File: src/rtl/param_updown_counter.sv
// Parametrised up/down counter with parallel load, wrap/saturate bounds,
// enable prescaler, one-cycle terminal-count pulse and sticky overflow flag.
// Priority on each rising edge: rst > load > step > hold.
module param_updown_counter #(
    parameter int unsigned WIDTH     = 8,
    parameter int unsigned MAX_COUNT = (2 ** WIDTH) - 1,
    parameter int unsigned PRESCALE  = 1,
    parameter int unsigned RESET_VAL = 0
) (
    input  logic             clk,
    input  logic             rst,
    input  logic             en,
    input  logic             up,
    input  logic             load,
    input  logic [WIDTH-1:0] load_val,
    input  logic             mode_sat,
    input  logic             clr_ovf,
    output logic [WIDTH-1:0] count,
    output logic             tc,
    output logic             ovf
);

    // Prescaler needs at least one bit even when PRESCALE is 1.
    localparam int unsigned PRE_W = (PRESCALE > 1) ? $clog2(PRESCALE) : 1;

    localparam logic [WIDTH-1:0] MAX_C   = WIDTH'(MAX_COUNT);
    localparam logic [WIDTH-1:0] RST_C   = WIDTH'(RESET_VAL);
    localparam logic [PRE_W-1:0] PRE_TOP = PRE_W'(PRESCALE - 1);
    localparam logic [PRE_W-1:0] PRE_ONE = PRE_W'(1);
    localparam logic [WIDTH-1:0] ONE_C   = WIDTH'(1);

    logic [WIDTH-1:0] r_count;
    logic [PRE_W-1:0] r_pre_cnt;
    logic             r_tc;
    logic             r_ovf;

    logic             w_step;
    logic             w_at_bound;
    logic             w_bound_step;
    logic [WIDTH-1:0] w_step_val;
    logic [WIDTH-1:0] w_load_val;

    assign w_step       = en && (r_pre_cnt == PRE_TOP);
    assign w_bound_step = w_step && w_at_bound && !load;
    // Out-of-range load values clamp to the top of the count range.
    assign w_load_val   = (load_val > MAX_C) ? MAX_C : load_val;

    // Next count for a step: move one towards the bound, then wrap or hold there.
    always_comb begin
        // NOTE: every always_comb output gets a default first so no path leaves it unassigned (no latch).
        w_at_bound = 1'b0;
        w_step_val = r_count;
        if (up) begin
            if (r_count == MAX_C) begin
                w_at_bound = 1'b1;
                w_step_val = mode_sat ? MAX_C : '0;
            end else begin
                w_step_val = r_count + ONE_C;
            end
        end else begin
            if (r_count == '0) begin
                w_at_bound = 1'b1;
                w_step_val = mode_sat ? '0 : MAX_C;
            end else begin
                w_step_val = r_count - ONE_C;
            end
        end
    end

    // Count, prescaler and terminal-count pulse.
    always_ff @(posedge clk) begin
        // NOTE: state is written with <= so every register samples pre-edge values, whatever the statement order.
        if (rst) begin
            r_count   <= RST_C;
            r_pre_cnt <= '0;
            r_tc      <= 1'b0;
        end else if (load) begin
            r_count   <= w_load_val;
            r_pre_cnt <= '0;
            r_tc      <= 1'b0;
        end else begin
            if (en) begin
                r_pre_cnt <= w_step ? '0 : (r_pre_cnt + PRE_ONE);
            end
            if (w_step) begin
                r_count <= w_step_val;
            end
            r_tc <= w_bound_step;
        end
    end

    // Sticky overflow: a boundary step sets it and beats a simultaneous clear.
    always_ff @(posedge clk) begin
        if (rst) begin
            r_ovf <= 1'b0;
        end else if (w_bound_step) begin
            r_ovf <= 1'b1;
        end else if (clr_ovf) begin
            r_ovf <= 1'b0;
        end
    end

    assign count = r_count;
    assign tc    = r_tc;
    assign ovf   = r_ovf;

endmodule

File: config.mk
export PLATFORM = sky130hd
export DESIGN_NAME = param_updown_counter
export DESIGN_NICKNAME = d
export VERILOG_FILES = /design/src/rtl/param_updown_counter.sv
export SDC_FILE = /design/constraint.sdc
export NUM_CORES = 1
export LEC_CHECK = 0
export BUFFER_PORTS_ARGS = -buffer_cell sky130_fd_sc_hd__buf_2
export CORE_MARGIN = 2
export CORE_UTILIZATION = 55
export CTS_CLUSTER_DIAMETER = 150
export CTS_CLUSTER_SIZE = 30
export DETAILED_ROUTE_END_ITERATION = 10
export PLACE_DENSITY = 0.8
export SYNTH_ARGS = -nofsm -noshare
export SYNTH_HDL_FRONTEND = slang
export SYNTH_SLANG_ARGS = --single-unit
File: constraint.sdc
create_clock -name clk -period 3.7 [get_ports clk]
set_input_delay 0.74 -clock clk [delete_from_list [all_inputs] [get_ports clk]]
set_output_delay 0.74 -clock clk [all_outputs]
set_load 0.05 [all_outputs]
==> impl_metrics.env <==
export IMPL_syn_area_per_cell_um2=7.37
export IMPL_critical_path_class="register to output pin"
export IMPL_hold_class="register to register"
export IMPL_yosys_warnings=0
export IMPL_synth_seq_area_share_pct=20.9
export IMPL_cp_end_kind="output pin"
export IMPL_power_density_mw_per_mm2=329
export IMPL_setup_tns_final_ns=0
export IMPL_slew_viol_final=0
export IMPL_grt_start_max_net_pins=23
export IMPL_p_clk_share_pct=22.1
export IMPL_clock_fmax_mhz=474
export IMPL_cts_buffer_depth=2
export IMPL_fp_coreArea_mm2=0.00176
export IMPL_ys_flop_type="dfxtp_1"
export IMPL_synth_top_cells_by_count="18 x nand2_1, 13 x a21oi_1, 12 x nor2_1"
export IMPL_die_y_um=47.8
export IMPL_htreeDepth=1
export IMPL_drt_iter0_drc=38
export IMPL_power_frac_seq_pct=39.8
export IMPL_route_top_layer_used="met4"
export IMPL_crit_fanout=14
export IMPL_fin_crit_ns=2.11
export IMPL_reg2reg_setup_slack_ns=1.83
export IMPL_slowest_delay_ns=0.72
export IMPL_io_buffers=24
export IMPL_crit_arrival_ns=1.37
export IMPL_syn_area_mm2=0.00105
export IMPL_synth_top_cell_area_share_pct=20.9
export IMPL_synth_edf_count=0
export IMPL_synth_seq_cells=11
export IMPL_grt_pass1_vias=912
export IMPL_clk_latency_ns=0.28
export IMPL_synth_area_leader_cell="dfxtp_1"
export IMPL_dieArea_mm2=0.00228
export IMPL_hpwlAfterDp_um=1990
export IMPL_grt_pass1_wl_um=4010
export IMPL_routed_wl_um=2710
export IMPL_grt_usage_pct=25.0
export IMPL_power_switching_mw=0.158
export IMPL_cts_tree="built"
export IMPL_period_share_pct=57.0
export IMPL_crit_required_ns=2.96
export IMPL_ant_nets=0
export IMPL_status="complete, no violations"
export IMPL_wl_per_cell_um=14.8
export IMPL_yosysUniqueCellTypes=49
export IMPL_netSwitchingFraction_pct=41.2
export IMPL_critPathBufInv=1
export IMPL_synth_area_top_cells="dfxtp_1 21%, nand2_1 6.4%, a21oi_1 6.2%, nor4b_4 4.5%, nor2_1 4.3%"
export IMPL_cp_start_kind="register"
export IMPL_vias=1124
export IMPL_yosys_cell_count_top_type="nand2_1"
export IMPL_crit_family="flip-flops"
export IMPL_syn_num_nets=161
export IMPL_postCtsSetupRepairBufs=0
export IMPL_num_rows=15
export IMPL_ios=25
export IMPL_cp_slowest_cell="dfxtp_1"
export IMPL_drive_above_1_share_pct=22.2
export IMPL_globalplace_congestion=0.902
export IMPL_final_hold_violation_count=0
export IMPL_clock_skew_ns=0.00580
export IMPL_rsz0062_at_grt="no"
export IMPL_multiInputGateArea_um2=736
export IMPL_worstMarginPinSlew_ns=0.614
export IMPL_p_int_mw=0.224
export IMPL_nets=177
export IMPL_slew_limit_headroom_pct=59.0
export IMPL_met1_length_um=1260
export IMPL_vias_per_cell=6.14
export IMPL_ir_drop_v=0.000231
export IMPL_fill_cells=182
export IMPL_clockRootBuffer="clkbuf_4"
export IMPL_syn_inst=143
export IMPL_combPwrFrac_pct=38.1
export IMPL_firstDrtPassIters=4
export IMPL_areaGrowthSynthToFinish_pct=10.1
export IMPL_antenna_diode_count=0
export IMPL_antenna_found_initial=0
export IMPL_die_w_um=47.8
export IMPL_setup_violations=0
export IMPL_start_util_pct=59.7
export IMPL_postSynth_asyncResetShare_pct=0
export IMPL_numCtsBuffers=3
export IMPL_seq_area_um2=220
export IMPL_cts_sinks=11
export IMPL_wl_met2_um=1190
export IMPL_overflow=0
export IMPL_worstPathCellList="buf_2"
export IMPL_clk_pin_slew_ns=0.07
export IMPL_power_leakage_nw=0.496
export IMPL_drv_cap=0
export IMPL_wl_met3_um=235
export IMPL_post_cts_resized=0
export IMPL_postCtsHoldBufs=0
export IMPL_finalPower_mw=0.382
export IMPL_drc_errors=0
## metrics by stage
stage / instance area [µm²] / utilization, % / setup WS, ns / hold WS (ns) / instances
6_report: 1160 / 65.7 / 1.59 / 0.467 / 183
5_1_grt: 1160 / 65.7 / 1.59 / 0.487 / 183
4_1_cts: 1160 / 65.7 / 1.62 / 0.473 / 183
3_5_place_dp: 1130 / 64.3 / 1.56 / 0.461 / 179
3_3_place_gp: 1130 / 64.3 / 1.67 / 0.460 / 179
2_1_floorplan: 1050 / - / 1.72 / 0.454 / 143
## cells in the final DEF, fill, tap and decap left out, types with 2 or more instances in the layout
master     n
o21ai_0    4
nor2_1    12
clkbuf_4   3
mux2i_1    3
o21a_1     2
a31oi_1    3
a21oi_1   13
buf_2     24
nand3b_1   3
o22ai_1    4
nor3_1     3
o21ai_1    2
nor4b_4    2
o32ai_1    2
inv_1      7
ha_1       3
nand2_1   18
nand3_1    8
a21o_1     2
dfxtp_1   11
nand2b_1   3
## area by class of cell
class,count,area share (%)
Tap cell,25,2.70
Multi-Input combinational cell,112,63.4
Timing Repair Buffer,24,10.4
Clock buffer,4,2.27
Inverter,7,2.27
Sequential cell,11,19.0
## flip-flops by register name, indices dropped and copies added, names as in the netlist
name	cells
count	8
tc	1
r_pre_cnt	1
ovf	1
## power groups by stage
stage,logic [mW],registers [mW],clock network [mW]
detailed placement,0.144,0.154,0
finish,0.146,0.152,0.0843
global route,0.157,0.154,0.0896
global placement,0.141,0.154,0
CTS,0.144,0.151,0.0874
floorplan,0.102,0.166,0
## worst paths after layout
path / start / end / depth (start not counted)
worst max register to register: count[1] / count[5] / 6
worst min register to register: ovf / ovf / 2
worst max-delay path: count[4] / count[4] / 1
worst min-delay path: ovf / ovf / 2
## routing by layer
layer | vias to the layer above | global-route usage, %
li1 | 555 | -
met1 | 504 | 33.3
met2 | 61 | 40.3
met3 | 4 | 3.77
met4 | 0 | 10.3
met5 | - | 0
## cell families (layout without fill, tap and decap cells)
group                      Yosys count  after routing  share of synthesized area, %
adders and majority gates            3              3                          3.56
muxes                                3              3                          2.85
buffers and inverters               20             35                          9.26
xor gates and xnor gates             2              2                          1.66
DFF                                 11             11                          20.9
AOI/OAI and AO/OA                   46             46                          29.7
and+or+nand+nor                     58             58                          32.1
Note: power is estimated with default switching activity, not from simulation.
